$ cat config.mk
export PLATFORM = sky130hd
export DESIGN_NAME = alu_system_control_unit_flat
export DESIGN_NICKNAME = d
export VERILOG_FILES = /design/src/rtl/alu_system_control_unit_if.sv /design/src/rtl/alu_system_control_unit.sv /design/src/flat_wrapper.sv
export SDC_FILE = /design/constraint.sdc
export NUM_CORES = 1
export LEC_CHECK = 0
export BUFFER_PORTS_ARGS = -buffer_cell sky130_fd_sc_hd__buf_2
export CAP_MARGIN = 20
export CORE_MARGIN = 2
export CORE_UTILIZATION = 35
export DETAILED_ROUTE_END_ITERATION = 7
export PLACE_DENSITY_LB_ADDON = 0.1
export SLEW_MARGIN = 20
export SYNTH_ARGS = -nofsm -noshare
export SYNTH_HDL_FRONTEND = slang
export SYNTH_SLANG_ARGS = --single-unit
$ cat constraint.sdc
create_clock -name Clock -period 3.05 [get_ports Clock]
set_clock_uncertainty 0.2 [all_clocks]
set_input_delay 0.1525 -clock Clock [delete_from_list [all_inputs] [get_ports Clock]]
set_output_delay 0.1525 -clock Clock [all_outputs]
set_load 0.02 [all_outputs]
$ cat src/rtl/alu_system_control_unit_if.sv
// Control/status bundle between the ALUSystem sequencer (master) and the datapath (slave).
interface alu_system_control_unit_if;
  logic [15:0] IROut;
  logic [3:0]  ALUOutFlag;
  logic [1:0]  RF_OutASel, RF_OutBSel, RF_FunSel;
  logic [3:0]  RF_RegSel;
  logic [3:0]  ALU_FunSel;
  logic [1:0]  ARF_OutCSel, ARF_OutDSel, ARF_FunSel;
  logic [2:0]  ARF_RegSel;
  logic        IR_LH, IR_Enable;
  logic [1:0]  IR_Funsel;
  logic        Mem_WR, Mem_CS;
  logic [1:0]  MuxASel, MuxBSel;
  logic        MuxCSel;
  logic        Halted;

  modport master (
    input  IROut, ALUOutFlag,
    output RF_OutASel, RF_OutBSel, RF_FunSel, RF_RegSel, ALU_FunSel,
           ARF_OutCSel, ARF_OutDSel, ARF_FunSel, ARF_RegSel,
           IR_LH, IR_Enable, IR_Funsel, Mem_WR, Mem_CS,
           MuxASel, MuxBSel, MuxCSel, Halted
  );

  modport slave (
    output IROut, ALUOutFlag,
    input  RF_OutASel, RF_OutBSel, RF_FunSel, RF_RegSel, ALU_FunSel,
           ARF_OutCSel, ARF_OutDSel, ARF_FunSel, ARF_RegSel,
           IR_LH, IR_Enable, IR_Funsel, Mem_WR, Mem_CS,
           MuxASel, MuxBSel, MuxCSel, Halted
  );
endinterface

$ cat src/rtl/alu_system_control_unit.sv
// Hardwired fetch/decode/execute sequencer for ALUSystem.
// Optional SINGLE_STEP_EN adds a Step input and a WAIT state after each instruction.
module alu_system_control_unit #(
  parameter logic [7:0] PC_RESET = 8'h00
) (
  input  logic Clock,
  input  logic Reset,
`ifdef SINGLE_STEP_EN
  input  logic Step,
`endif
  alu_system_control_unit_if.master bus
);

  typedef enum logic [2:0] {
    S_INIT, S_PADJ, S_F0, S_F1, S_DEC, S_EX, S_HLT
`ifdef SINGLE_STEP_EN
    , S_WAIT
`endif
  } state_e;

  state_e     state_q, state_d;
  logic [7:0] cnt_q, cnt_d;
  state_e     after_op;

  logic [3:0] opc;
  logic [1:0] rd, rs;
  logic       unused_bits;

  assign opc = bus.IROut[15:12];
  assign rd  = bus.IROut[11:10];
  assign rs  = bus.IROut[9:8];
  assign unused_bits = ^{bus.IROut[7:0], bus.ALUOutFlag[2:0]};

`ifdef SINGLE_STEP_EN
  assign after_op = S_WAIT;
`else
  assign after_op = S_F0;
`endif

  // Register code 01..11 selects R1..R3, 00 selects R4; RegSel is active-low with R1 at bit 3.
  function automatic logic [3:0] rf_sel(input logic [1:0] c);
    case (c)
      2'd1:    rf_sel = 4'b0111;
      2'd2:    rf_sel = 4'b1011;
      2'd3:    rf_sel = 4'b1101;
      default: rf_sel = 4'b1110;
    endcase
  endfunction

  function automatic logic [3:0] alu_fn(input logic [3:0] op);
    case (op)
      4'h4:    alu_fn = 4'b0100;
      4'h5:    alu_fn = 4'b0110;
      4'h6:    alu_fn = 4'b0111;
      4'h7:    alu_fn = 4'b1000;
      4'h8:    alu_fn = 4'b0010;
      4'h9:    alu_fn = 4'b1011;
      4'hA:    alu_fn = 4'b1100;
      default: alu_fn = 4'b0000;
    endcase
  endfunction

  always_comb begin
    state_d         = state_q;
    cnt_d           = cnt_q;
    bus.RF_OutASel  = 2'b00;
    bus.RF_OutBSel  = 2'b00;
    bus.RF_FunSel   = 2'b00;
    bus.RF_RegSel   = 4'b1111;
    bus.ALU_FunSel  = 4'b0000;
    bus.ARF_OutCSel = 2'b00;
    bus.ARF_OutDSel = 2'b00;
    bus.ARF_FunSel  = 2'b00;
    bus.ARF_RegSel  = 3'b111;
    bus.IR_LH       = 1'b0;
    bus.IR_Enable   = 1'b0;
    bus.IR_Funsel   = 2'b00;
    bus.Mem_WR      = 1'b0;
    bus.Mem_CS      = 1'b1;
    bus.MuxASel     = 2'b00;
    bus.MuxBSel     = 2'b00;
    bus.MuxCSel     = 1'b0;
    bus.Halted      = 1'b0;
    // While Reset is high everything stays idle so an aborted STM never reaches memory.
    if (!Reset) begin
      case (state_q)
        S_INIT: begin
          bus.ARF_RegSel = 3'b110;
          bus.ARF_FunSel = 2'b11;
          cnt_d          = PC_RESET;
          state_d        = (PC_RESET == 8'h00) ? S_F0 : S_PADJ;
        end
        S_PADJ: begin
          bus.ARF_RegSel = 3'b110;
          bus.ARF_FunSel = 2'b01;
          cnt_d          = cnt_q - 8'd1;
          state_d        = (cnt_q == 8'd1) ? S_F0 : S_PADJ;
        end
        S_F0, S_F1: begin
          bus.ARF_OutDSel = 2'b10;
          bus.Mem_CS      = 1'b0;
          bus.IR_Enable   = 1'b1;
          bus.IR_LH       = (state_q == S_F1);
          bus.IR_Funsel   = 2'b10;
          bus.ARF_RegSel  = 3'b110;
          bus.ARF_FunSel  = 2'b01;
          state_d         = (state_q == S_F0) ? S_F1 : S_DEC;
        end
        S_DEC: begin
          bus.MuxBSel    = 2'b10;
          bus.ARF_RegSel = 3'b011;
          bus.ARF_FunSel = 2'b10;
          state_d        = after_op;
          case (opc)
            4'h0: begin
              bus.RF_RegSel = rf_sel(rd);
              bus.RF_FunSel = 2'b10;
              bus.MuxASel   = 2'b10;
            end
            4'h1, 4'h2: state_d = S_EX;
            4'h3, 4'h4, 4'h5, 4'h6, 4'h7, 4'h8, 4'h9, 4'hA: begin
              // MOV and NOT act on the A port, so RS is routed there instead of RD.
              bus.RF_OutASel = (opc == 4'h3 || opc == 4'h8) ? rs : rd;
              bus.RF_OutBSel = rs;
              bus.ALU_FunSel = alu_fn(opc);
              bus.RF_RegSel  = rf_sel(rd);
              bus.RF_FunSel  = 2'b10;
            end
            4'hB: begin
              bus.RF_RegSel = rf_sel(rd);
              bus.RF_FunSel = 2'b01;
            end
            4'hC: bus.RF_RegSel = rf_sel(rd);
            4'hD: bus.ARF_RegSel = 3'b110;
            4'hE: if (bus.ALUOutFlag[3]) bus.ARF_RegSel = 3'b110;
            default: state_d = S_HLT;
          endcase
        end
        S_EX: begin
          bus.ARF_OutDSel = 2'b00;
          bus.Mem_CS      = 1'b0;
          state_d         = after_op;
          if (opc == 4'h2) begin
            bus.RF_OutASel = rs;
            bus.Mem_WR     = 1'b1;
          end else begin
            bus.MuxASel   = 2'b01;
            bus.RF_RegSel = rf_sel(rd);
            bus.RF_FunSel = 2'b10;
          end
        end
`ifdef SINGLE_STEP_EN
        S_WAIT: if (Step) state_d = S_F0;
`endif
        default: bus.Halted = 1'b1;
      endcase
    end
  end

  always_ff @(posedge Clock) begin
    if (Reset) begin
      state_q <= S_INIT;
      cnt_q   <= 8'h00;
    end else begin
      state_q <= state_d;
      cnt_q   <= cnt_d;
    end
  end

endmodule

$ cat src/flat_wrapper.sv
// flat-port wrapper written by rule: the top's interface ports become plain ports
module alu_system_control_unit_flat 
#(
  parameter logic [7:0] PC_RESET = 8'h00
)
  (Clock, Reset, bus_IROut, bus_ALUOutFlag, bus_RF_OutASel, bus_RF_OutBSel, bus_RF_FunSel, bus_RF_RegSel, bus_ALU_FunSel, bus_ARF_OutCSel, bus_ARF_OutDSel, bus_ARF_FunSel, bus_ARF_RegSel, bus_IR_LH, bus_IR_Enable, bus_IR_Funsel, bus_Mem_WR, bus_Mem_CS, bus_MuxASel, bus_MuxBSel, bus_MuxCSel, bus_Halted);
  alu_system_control_unit_if bus_i ();
  input  logic Clock;
  input  logic Reset;
  input wire logic [$bits(bus_i.IROut)-1:0] bus_IROut;
  input wire logic [$bits(bus_i.ALUOutFlag)-1:0] bus_ALUOutFlag;
  output wire logic [$bits(bus_i.RF_OutASel)-1:0] bus_RF_OutASel;
  output wire logic [$bits(bus_i.RF_OutBSel)-1:0] bus_RF_OutBSel;
  output wire logic [$bits(bus_i.RF_FunSel)-1:0] bus_RF_FunSel;
  output wire logic [$bits(bus_i.RF_RegSel)-1:0] bus_RF_RegSel;
  output wire logic [$bits(bus_i.ALU_FunSel)-1:0] bus_ALU_FunSel;
  output wire logic [$bits(bus_i.ARF_OutCSel)-1:0] bus_ARF_OutCSel;
  output wire logic [$bits(bus_i.ARF_OutDSel)-1:0] bus_ARF_OutDSel;
  output wire logic [$bits(bus_i.ARF_FunSel)-1:0] bus_ARF_FunSel;
  output wire logic [$bits(bus_i.ARF_RegSel)-1:0] bus_ARF_RegSel;
  output wire logic [$bits(bus_i.IR_LH)-1:0] bus_IR_LH;
  output wire logic [$bits(bus_i.IR_Enable)-1:0] bus_IR_Enable;
  output wire logic [$bits(bus_i.IR_Funsel)-1:0] bus_IR_Funsel;
  output wire logic [$bits(bus_i.Mem_WR)-1:0] bus_Mem_WR;
  output wire logic [$bits(bus_i.Mem_CS)-1:0] bus_Mem_CS;
  output wire logic [$bits(bus_i.MuxASel)-1:0] bus_MuxASel;
  output wire logic [$bits(bus_i.MuxBSel)-1:0] bus_MuxBSel;
  output wire logic [$bits(bus_i.MuxCSel)-1:0] bus_MuxCSel;
  output wire logic [$bits(bus_i.Halted)-1:0] bus_Halted;
  assign bus_i.IROut = bus_IROut;
  assign bus_i.ALUOutFlag = bus_ALUOutFlag;
  assign bus_RF_OutASel = bus_i.RF_OutASel;
  assign bus_RF_OutBSel = bus_i.RF_OutBSel;
  assign bus_RF_FunSel = bus_i.RF_FunSel;
  assign bus_RF_RegSel = bus_i.RF_RegSel;
  assign bus_ALU_FunSel = bus_i.ALU_FunSel;
  assign bus_ARF_OutCSel = bus_i.ARF_OutCSel;
  assign bus_ARF_OutDSel = bus_i.ARF_OutDSel;
  assign bus_ARF_FunSel = bus_i.ARF_FunSel;
  assign bus_ARF_RegSel = bus_i.ARF_RegSel;
  assign bus_IR_LH = bus_i.IR_LH;
  assign bus_IR_Enable = bus_i.IR_Enable;
  assign bus_IR_Funsel = bus_i.IR_Funsel;
  assign bus_Mem_WR = bus_i.Mem_WR;
  assign bus_Mem_CS = bus_i.Mem_CS;
  assign bus_MuxASel = bus_i.MuxASel;
  assign bus_MuxBSel = bus_i.MuxBSel;
  assign bus_MuxCSel = bus_i.MuxCSel;
  assign bus_Halted = bus_i.Halted;
  alu_system_control_unit #(.PC_RESET(PC_RESET)) u_core (.Clock(Clock), .Reset(Reset), .bus(bus_i));
endmodule
# After elaboration in Yosys (flattened, before gate mapping)
# Index checks and enable logic that the tools add are counted.
dict set report classes {
  addsub 1
  eq_ne 23
  n_mux 51
  n_reduce_logical 16
}
# operator count
set ops {}
lappend ops {{2-to-1 mux 2 bit} 17}
lappend ops {{== test 4 bit (second input constant)} 7}
lappend ops {{case mux 4 bit (7 select lines)} 1}
lappend ops {{2-to-1 mux 4 bit} 6}
lappend ops {{case mux 3 bit (2 select lines)} 3}
lappend ops {{== test 4 x 3 -> 1 bit (second input constant)} 4}
lappend ops {{case mux 2 bit (2 select lines)} 4}
lappend ops {{case mux 8 bit (2 select lines)} 1}
lappend ops {{OR reduction 13 bit} 1}
lappend ops {{2-to-1 mux 1 bit} 12}
lappend ops {{case mux 3 bit (4 select lines)} 1}
lappend ops {{case mux 4 bit (3 select lines)} 1}
lappend ops {{OR reduction 11 bit} 1}
lappend ops {{2-to-1 mux 3 bit} 3}
lappend ops {{OR reduction 9 bit} 1}
lappend ops {{== test 4 x 2 -> 1 bit (second input constant)} 2}
lappend ops {{== test 8 x 1 -> 1 bit (second input constant)} 1}
lappend ops {{case mux 4 bit (2 select lines)} 1}
lappend ops {{OR reduction 8 bit} 1}
lappend ops {{subtractor 8 x 1 -> 8 bit (second input constant)} 1}
lappend ops {{== test 3 x 2 -> 1 bit (second input constant)} 2}
lappend ops {{== test 3 bit (second input constant)} 2}
lappend ops {{case mux 2 bit (3 select lines)} 1}
lappend ops {{OR reduction 2 bit} 3}
lappend ops {{12 further kinds} 14}
dict set report word_totals {
  reg_bits 11
  input_bits 22
  out_inout_bits 35
  word_cells 93
}

# Longest topological paths before layout
# Gate-level depths: netlist of run 1.
dict set report depth {
  depth_word 6
  depth_mapped 6
  mapped_depth_nobuf 5
}

# Least setup slack after synthesis of run 1
# OpenSTA, ideal clock, no wires.
dict set report synth_timing {
  path_type {register to output}
  from {reg u_core.state_q[0]}
  to {out bus_MuxASel[1]}
  arrival_ns 1.767
  required_time_ns 2.697
  slack_ns 0.931
  stages_incl_launch_ff 5
  n_path_buf 2
  path_cell_list {dfxtp_1 buf_6 or4b_4 buf_6 nor4_1}
}
dict set report synth_between {
  elab_chain_len 3
  elab_cells_between_ends 4
  cone_classes {2 x eq/ne; 2 x mux}
}
# element line
set synth_lines {}
lappend synth_lines {{from (decl)} alu_system_control_unit.sv:21} ;# state_e state_q, state_d;
lappend synth_lines {{from (signal assigned)} alu_system_control_unit.sv:165} ;# state_q <= state_d;
lappend synth_lines {{== test 3 bit} alu_system_control_unit.sv:86} ;# case (state_q)
lappend synth_lines {{case mux 2 bit (2 select lines) *} alu_system_control_unit.sv:86}
lappend synth_lines {{2-to-1 mux 2 bit *} alu_system_control_unit.sv:85} ;# if (!Reset) begin
lappend synth_lines {{to (decl)} flat_wrapper.sv:26} ;# output wire logic [$bits(bus_i.MuxASel)-1:0] bus_MuxASel;
# Mark *: on every way between the ends. The rest lies on a longest branch, timed or not.

# Worst setup path after layout of run 1
dict set report layout_timing {
  from {reg u_core.state_q[2]}
  to {out bus_RF_OutASel[1]}
}
dict set report layout_between {
  elab_chain_len 3
  elab_cells_between_ends 4
  cone_classes {2 x eq/ne; 2 x mux}
}
# element line
set layout_lines {}
lappend layout_lines {{== test 3 bit} alu_system_control_unit.sv:86}
lappend layout_lines {{case mux 2 bit (2 select lines) *} alu_system_control_unit.sv:86}
lappend layout_lines {{2-to-1 mux 2 bit *} alu_system_control_unit.sv:85}
lappend layout_lines {{to (decl)} flat_wrapper.sv:12} ;# output wire logic [$bits(bus_i.RF_OutASel)-1:0] bus_RF_OutASel;
# Marks and branches as above.

==> metrics.cfg, run 1 <==
[timing]
hold_viol_final = 0
max_slew.worst_pin.slew_ns = 0.5647
min_period_ns = 2.571
rsz0062_at_grt = no
finalMaxSlewViolations = 0
fmax_mhz = 388.9
setup_violations = 0
slew_headroom = 0.6230
fin_setup_tns_ns = 0
timing.final.crit_share = 0.8430

[cts]
cts_sinks = 11
clock_latency_ns = 0.27
cts_tree = built
clk_pin_slew_worst_paths_ns = 0.07
ctsHoldBuffers = 0
clockBufferDepth = 2
ctsHtreeMaxLevel = 1
cts_setup_buffers = 0
cts_buffers = 3
clockRootBuffer = clkbuf_4
cts_resized = 0

[power_and_ir_drop]
power.density_mw_per_mm2 = 343.6
power_mw = 0.4403
p_clk_frac = 0.228
p_seq_frac = 0.417
comb_power_share = 0.354
power.net_switching_mw = 0.1666
ir_worst_vdd_v = 0.0002223
p_leak_nw = 0.5526
p_sw_frac = 0.3785
p_int_mw = 0.2736

[routing]
drt_iter0_markers = 75
vias_per_cell = 5.120
wl_per_cell_um = 11.26
drc = 0
vias = 1152
dr_wl_met3_um = 120
drtAntennaViolNets = 0
wl_um = 2533
first_pass_iters = 4
wl_met1_um = 1079
topRoutingLayerUsed = met4
wl_met2_um = 1319

[worst_setup_path]
worst_setup_path_end_kind = primary output
cp_slowest_cell = or4bb_1
worstSetupStartpoint = u_core.state_q[2]
crit_type = flip-flop to primary output
cpLargestDelayFamily = simple AND/OR/NAND/NOR gates
path_cells = or4bb_1 > nor4b_1 > or3_1 > a32o_2 > buf_2
critPathLaunchType = flip-flop
critPathArrivalTime_ns = 2.22
timing.rr.end = u_core.cnt_q[5]
max_stage_delay_ns = 0.61
reg2reg_slack_ns = 0.90
cp.required_ns = 2.70
crit_end = bus_RF_OutASel[1]
rr_worst_depth = 5
path_depth = 5
worst-path-buf-inv = 1
r2r_start = u_core.state_q[0]
cp_max_fo = 14

[floorplan]
die_area_mm2 = 0.003672
dieHeight_um = 60.60
die_w_um = 60.60
rows = 20
core_mm2 = 0.003053
io_pins = 57
start_util = 0.3672

[final_layout]
final_util = 0.4197
area_delta_synth_final_pct = 14.29
layout_common_cells = 38 x buf_2, 14 x nor2_1, 11 x a21oi_1, 11 x dfxtp_1, 10 x inv_1
final_nets = 206
multi_input_area_um2 = 744.5
layout-drive-gt1-share = 0.2873
fillers = 332
seq_area_um2 = 220.2
final_common_cell = buf_2
antenna_cells = 0

[logic_synthesis]
synth-edff-count = 0
avgSynthCellArea_um2 = 7.233
synth_cell_types = 49
synthArstFlopShare = 0
ys_seq_area_frac = 0.1964
netlist_instances = 155
ys.flop_type = dfxtp_1
yosysWarnings = 0
syn-cell-area_mm2 = 0.001121
ys_ff_latch = 11

[placed_design]
gp_congestion = 0.7716
portBuffers = 38
hpwl_um = 1959

[grt]
grt_remaining_overflow = 0
grt_pass1_wl_um = 4091
grt_start_max_net_pins = 20
grt.total_usage = 0.1427
antenna_found_initial = 0
grt_pass1_vias = 949

[hold_path]
min_path_type = input pin to flip-flop

[job]
maxCapViolations = 0

[status]
outcome = complete, no violations

-- metrics by stage --
stage	hold WS, ns	setup WS [ns]	instance area, um2	instances
after floorplan	0.2016	0.9306	1140	160
after global placement	0.2613	0.7368	1255	221
after detailed placement	0.2626	0.7567	1255	221
after CTS	0.04974	0.4279	1281	225
after global routing	0.05710	0.2969	1281	225
final	0.05303	0.4790	1281	225
-- power by group through the flow --
stage | combinational (mW) | sequential (mW) | clock (mW)
floorplan | 0.149 | 0.171 | 0
global placement | 0.155 | 0.187 | 0
detailed placement | 0.157 | 0.187 | 0
CTS | 0.157 | 0.184 | 0.109
global route | 0.176 | 0.188 | 0.112
finish | 0.156 | 0.184 | 0.101
-- sequential cells by signal, indices dropped and copies added, names as in the netlist --
name	cells
u_core.cnt_q	8
u_core.state_q	3
-- cell type report --
type,count,share of cell area
Sequential cell,11,0.1719
Inverter,10,0.02930
Timing Repair Buffer,39,0.1543
Clock buffer,4,0.02051
Multi-Input combinational cell,117,0.5811
Tap cell,44,0.04297
-- cell usage after synthesis (2+ instances only) --
master	instances	area (um2)
nor2_1	14	52.55
a21oi_1	11	55.05
dfxtp_1	11	220.2
inv_1	10	37.54
buf_4	9	67.56
nand2_1	9	33.78
nor3_1	9	45.04
nor2b_1	6	37.54
buf_2	5	25.02
o21ai_0	5	25.02
clkbuf_1	4	15.01
nand3_1	4	20.02
nor3b_1	4	30.03
mux2_2	3	33.78
nand4b_1	3	26.28
nor4_1	3	18.77
a22oi_1	2	15.01
a32o_2	2	22.52
and3_1	2	12.51
buf_1	2	7.510
buf_6	2	22.52
conb_1	2	7.510
ha_1	2	25.02
nand3b_1	2	15.01
nor4b_1	2	17.52
or2_2	2	12.51
or3_1	2	12.51
or3b_1	2	17.52
-- worst min-delay path by stage --
stage / cells past startpoint / end / start
floorplan: 2 / u_core.state_q[0] / Reset
detailed placement: 1 / u_core.cnt_q[7] / u_core.cnt_q[7]
global route: 2 / u_core.cnt_q[1] / Reset
global placement: 1 / u_core.cnt_q[7] / u_core.cnt_q[7]
finish: 2 / u_core.cnt_q[3] / Reset
CTS: 2 / u_core.cnt_q[3] / Reset
-- worst reg2reg max path, cell delays in order, from the launching register on --
cell     delay (ns)
dfxtp_1        0.53
buf_4          0.23
or3b_1         0.39
nor4b_1        0.31
mux2_1         0.35
nor2_1         0.08
-- cell families (layout without fill, tap and decap cells) --
| group | after synthesis | in the layout | share of synthesized area |
|---|---|---|---|
| and+or+nand+nor | 70 | 70 | 0.3672 |
| AOI/OAI and AO/OA | 34 | 34 | 0.2109 |
| buffers and inverters | 32 | 53 | 0.1562 |
| DFF | 11 | 11 | 0.1964 |
| muxes | 4 | 4 | 0.04018 |
| adders and majority gates | 2 | 2 | 0.02232 |
| other | 2 | 7 | 0.006699 |
-- layer usage --
layer  global-route usage  vias to the layer above
li1                     -                      595
met1               0.1723                      528
met2               0.2596                       27
met3              0.03198                        2
met4              0.02795                        0
met5                    0                        -
Note: power is estimated with default switching activity, not from simulation.
==> run 2: changes to the inputs <==
- clock period: 3.05 -> 2.6 ns (I/O delays scaled with it)
==> metrics.cfg, run 2 (synthesis results as in run 1) <==
[worst_setup_path]
r2r_start = u_core.state_q[2]
cp_slowest_cell = or4b_4
critPathLaunchType = flip-flop
worst-path-buf-inv = 1  ; unchanged
cp_max_fo = 12  ; -2
crit_type = flip-flop to primary output
path_cells = or4b_4 > nor4b_2 > or3_1 > a32o_2 > buf_2
critPathArrivalTime_ns = 2.11  ; -0.11 ns
cp.required_ns = 2.27  ; -0.43 ns
cpLargestDelayFamily = simple AND/OR/NAND/NOR gates
max_stage_delay_ns = 0.64  ; +0.03 ns
worst_setup_path_end_kind = primary output
worstSetupStartpoint = u_core.state_q[1]

[cts]
cts_sinks = 11  ; unchanged
clockRootBuffer = clkbuf_4
clockBufferDepth = 2  ; unchanged
ctsHtreeMaxLevel = 1  ; unchanged
cts_buffers = 3  ; unchanged
clk_pin_slew_worst_paths_ns = 0.07  ; about the same
cts_tree = built
clock_latency_ns = 0.28  ; about the same

[grt]
grt_start_max_net_pins = 20  ; unchanged
antenna_found_initial = 0  ; unchanged
grt_pass1_wl_um = 4319  ; +5.6%
grt_remaining_overflow = 0  ; unchanged
grt.total_usage = 0.1505  ; +0.007749
grt_pass1_vias = 987  ; +4.0%

[timing]
fmax_mhz = 409.2
hold_viol_final = 0  ; unchanged
timing.final.crit_share = 0.9399
min_period_ns = 2.444
finalHoldWorstSlack_ns = 0.02217  ; -0.03086 ns
finalMaxSlewViolations = 0  ; unchanged
max_slew.worst_pin.slew_ns = 0.5475  ; -0.01716 ns
rsz0062_at_grt = no
setup_violations = 0  ; unchanged
fin_setup_tns_ns = 0  ; unchanged
slew_headroom = 0.6342  ; +0.01117

[routing]
first_pass_iters = 6  ; +2
vias = 1156  ; +0.35%
drc = 0  ; unchanged
drt_iter0_markers = 82  ; +9.3%
drtAntennaViolNets = 0  ; unchanged
wl_um = 2593  ; +2.4%
vias_per_cell = 5.093  ; -0.54%
wl_per_cell_um = 11.42  ; +1.5%

[final_layout]
final_nets = 208  ; +0.97%
final_common_cell = buf_2
largest_reg_flops = 8  ; unchanged
area_delta_synth_final_pct = 16.29
reg_top3 = u_core.cnt_q x8, u_core.state_q x3
antenna_cells = 0  ; unchanged
stdcell_count = 227  ; +0.89%
fin_area_mm2 = 0.001304  ; +1.8%
layout_common_cells = 38 x buf_2, 14 x nor2_1, 11 x a21oi_1, 10 x inv_1
largest_register = u_core.cnt_q
layout-drive-gt1-share = 0.3169  ; +0.02965

[status]
outcome = complete, no violations

[placed_design]
gp_congestion = 0.7796  ; +1.0%
portBuffers = 38  ; unchanged
place_area_mm2 = 0.001270  ; +1.2%
hpwl_um = 1999  ; +2.0%
dp.cells = 223  ; +0.90%

[power_and_ir_drop]
p_leak_nw = 0.5680  ; +2.8%
power_mw = 0.5248  ; +19%
ir_worst_vdd_v = 0.0002925  ; +32%
power.density_mw_per_mm2 = 402.5  ; +17%

[floorplan]
start_util = 0.3672  ; unchanged
core_mm2 = 0.003053  ; unchanged
die_area_mm2 = 0.003672  ; unchanged
dieHeight_um = 60.60  ; unchanged
die_w_um = 60.60  ; unchanged
rows = 20  ; unchanged
io_pins = 57  ; unchanged

[hold_path]
min_from = Reset
min_path_type = input pin to flip-flop

[job]
maxCapViolations = 0  ; unchanged

[run 2: cell count changes in the layout (fill, tap and decap cells not counted), sizes merged]
cell | before | now
clkbuf | 4 | 3
clkinv | 0 | 1
buf | 39 | 41
[run 2: final cells by class]
type | count | area (um2)
clock buffers | 3 | 22.52
clock inverters | 1 | 5.005
fillers | 346 | 1749
inverters | 10 | 37.54
multi-input cells | 117 | 748.2
flip-flops and latches | 11 | 222.7
well taps | 44 | 55.05
repair buffers | 41 | 212.7
[run 2: per-stage QoR]
step | setup slack, ns | utilization
after floorplan | 0.5031 | -
after global placement | 0.4632 | 0.4160
after detailed placement | 0.4432 | 0.4160
after CTS | 0.1207 | 0.4250
after global routing | 0.03184 | 0.4270
final | 0.1564 | 0.4270
[run 2: power by group]
group          leakage (nW)  internal (mW)  switching (mW)
Sequential           0.0907          0.186          0.0262
Clock                0.0177         0.0571          0.0619
Combinational         0.460         0.0798           0.113
[run 2: routing by layer]
layer,up-vias,global-route usage,wire [um]
li1,594,-,-
met1,535,0.1951,1148
met2,24,0.2581,1324
met3,3,0.03198,105
met4,0,0.03106,16
met5,-,0,0
[run 2: final timing paths]
kind | end | slack (ns) | cells past startpoint
worst max-delay path | bus_RF_OutASel[1] | 0.16 | 5
worst min-delay path | u_core.cnt_q[3] | 0.02 | 2
worst max register to register | u_core.cnt_q[5] | 0.70 | 5
worst min register to register | u_core.cnt_q[7] | 0.27 | 1
[run 2: what timing repair did]
action                     4_1_cts  5_1_grt
resized for setup                0        3
hold buffers                     0        0
buffers inserted                 0        0
setup endpoints to repair        0        2
==> run 3: changes to the inputs <==
--- a/constraint.sdc
+++ b/constraint.sdc
@@ -4,2 +4,2 @@
 set_output_delay 0.13 -clock Clock [all_outputs]
-set_load 0.02 [all_outputs]
+set_load 0.1 [all_outputs]
==> metrics.cfg, run 3 (synthesis results as in run 1) <==
[floorplan]
rows = 20  ; unchanged
core_mm2 = 0.003053  ; unchanged
die_area_mm2 = 0.003672  ; unchanged
die_w_um = 60.60  ; unchanged
dieHeight_um = 60.60  ; unchanged
start_util = 0.3672  ; unchanged
io_pins = 57  ; unchanged

[cts]
clk_pin_slew_worst_paths_ns = 0.07  ; about the same
cts_buffers = 3  ; unchanged
clock_latency_ns = 0.27  ; about the same
cts_sinks = 11  ; unchanged
ctsHtreeMaxLevel = 1  ; unchanged
clockBufferDepth = 2  ; unchanged
cts_tree = built
ctsHoldBuffers = 0  ; unchanged
clockRootBuffer = clkbuf_4

[grt]
grt_remaining_overflow = 0  ; unchanged
grt_pass1_vias = 1034  ; +4.8%
grt_pass1_wl_um = 4388  ; +1.6%
grt_start_max_net_pins = 18  ; -10%
antenna_found_initial = 0  ; unchanged
grt.total_usage = 0.1519  ; +0.001445

[routing]
vias_per_cell = 5.170  ; +1.5%
vias = 1184  ; +2.4%
wl_per_cell_um = 11.86  ; +3.8%
drt_iter0_markers = 83  ; +1.2%
wl_um = 2716  ; +4.7%
drtAntennaViolNets = 0  ; unchanged
first_pass_iters = 4  ; -2
drc = 0  ; unchanged

[job]
maxCapViolations = 0  ; unchanged

[final_layout]
final_common_cell = buf_2
fin_area_mm2 = 0.001478  ; +13%
layout-drive-gt1-share = 0.3892  ; +0.07225
final_util = 0.4840  ; +0.05697
stdcell_count = 229  ; +0.88%
antenna_cells = 0  ; unchanged
reg_top3 = u_core.cnt_q x8, u_core.state_q x3
area_delta_synth_final_pct = 31.81
largest_register = u_core.cnt_q
largest_reg_flops = 8  ; unchanged
final_nets = 210  ; +0.96%
layout_common_cells = 32 x buf_2, 10 x a21oi_1, 10 x nor2_1, 10 x dfxtp_1

[timing]
rsz0062_at_grt = no
max_slew.worst_pin.slew_ns = 0.5289  ; -0.01858 ns
fin_setup_tns_ns = 0  ; unchanged
finalMaxSlewViolations = 0  ; unchanged
slew_headroom = 0.6441  ; +0.009924
timing.final.crit_share = 0.9509  ; +0.01104
hold_viol_final = 0  ; unchanged
fmax_mhz = 404.5  ; -1.2%
setup_violations = 0  ; unchanged
min_period_ns = 2.472  ; +0.02869 ns

[worst_setup_path]
critPathLaunchType = flip-flop
cp_slowest_cell = or4b_4
worst-path-buf-inv = 1  ; unchanged
path_cells = or4b_4 > nor4b_2 > or3_1 > a32o_2 > buf_12
max_stage_delay_ns = 0.64  ; about the same
reg2reg_slack_ns = 0.58  ; -0.12 ns
timing.rr.end = u_core.cnt_q[5]
rr_worst_depth = 5  ; unchanged
cp_max_fo = 10  ; -2
crit_type = flip-flop to primary output
r2r_start = u_core.state_q[1]
critPathArrivalTime_ns = 2.14  ; +0.03 ns
cpLargestDelayFamily = simple AND/OR/NAND/NOR gates
cp.required_ns = 2.27  ; about the same
worst_setup_path_end_kind = primary output

[power_and_ir_drop]
p_leak_nw = 0.5910  ; +4.0%
power.density_mw_per_mm2 = 442.4  ; +9.9%
power_mw = 0.6537  ; +25%
ir_worst_vdd_v = 0.0003667  ; +25%

[placed_design]
hpwl_um = 2134  ; +6.8%
gp_congestion = 0.7655  ; -1.8%
place_area_mm2 = 0.001446  ; +14%
portBuffers = 38  ; unchanged
dp.cells = 225  ; +0.90%

[hold_path]
min_from = Reset
min_path_type = input pin to flip-flop
hold_end = u_core.state_q[2]
hold_depth = 3  ; +1

[status]
outcome = complete, no violations

## run 3: cell count changes in the layout (fill, tap and decap cells not counted), moves of 2 or more
cell and delta:
buf_12 +6, buf_2 -6, buf_4 +2, nor2_1 -4
nor2_4 +3, nor3_1 -3, nor3_2 +2
## run 3: power breakdown
group          switching, mW  internal, mW  total, mW
registers             0.0231         0.186      0.209
clock network         0.0574        0.0594      0.117
logic                  0.240        0.0874      0.328
## run 3: worst max path at each step
stage	from	endpoint	slack [ns]	depth (start not counted)
floorplan	u_core.state_q[0]	bus_MuxASel[1]	-0.52	4
global placement	bus_IROut[13]	bus_RF_RegSel[0]	0.37	6
detailed placement	bus_IROut[13]	bus_RF_RegSel[0]	0.35	6
CTS	u_core.state_q[0]	bus_RF_OutASel[1]	0.09	5
global route	u_core.state_q[1]	bus_RF_OutASel[1]	0.04	5
finish	u_core.state_q[1]	bus_RF_OutASel[1]	0.13	5
## run 3: worst reg2reg max path: cells and delay by family (launching register included)
| family | cells | cell delay, ns |
|---|---|---|
| AND/OR/NAND/NOR | 3 | 0.82 |
| multiplexers | 1 | 0.35 |
| buffers and inverters | 1 | 0.22 |
| flip-flops | 1 | 0.39 |
## run 3: timing repair
action | CTS | global route
resized for setup | 0 | 2
buffers inserted | 0 | 0
endpoints found under the setup margin | 0 | 2
## run 3: cell type report
type                       count  area (um2)
tap                           44       55.05
multi-input combinational    117       815.8
clock buffer                   4       26.28
timing repair buffer          43       317.8
sequential                    11       221.5
inverter                      10       41.29
fill                         312        1575
## run 3: through the flow
stage	setup slack (ns)	hold WS [ns]
3_3_place_gp	0.3739	0.2472
5_1_grt	0.03505	0.1385
3_5_place_dp	0.3544	0.2638
2_1_floorplan	-0.5217	0.2081
4_1_cts	0.09309	0.1054
6_report	0.1277	0.1107
## run 3: routing by layer
metal  routed length [um]  global-route usage  up-vias
li1                     -                   -      601
met2                 1434              0.2765       33
met4                   34             0.04658        0
met5                    0                   0        -
met3                  137             0.01279        4
met1                 1109              0.1891      546
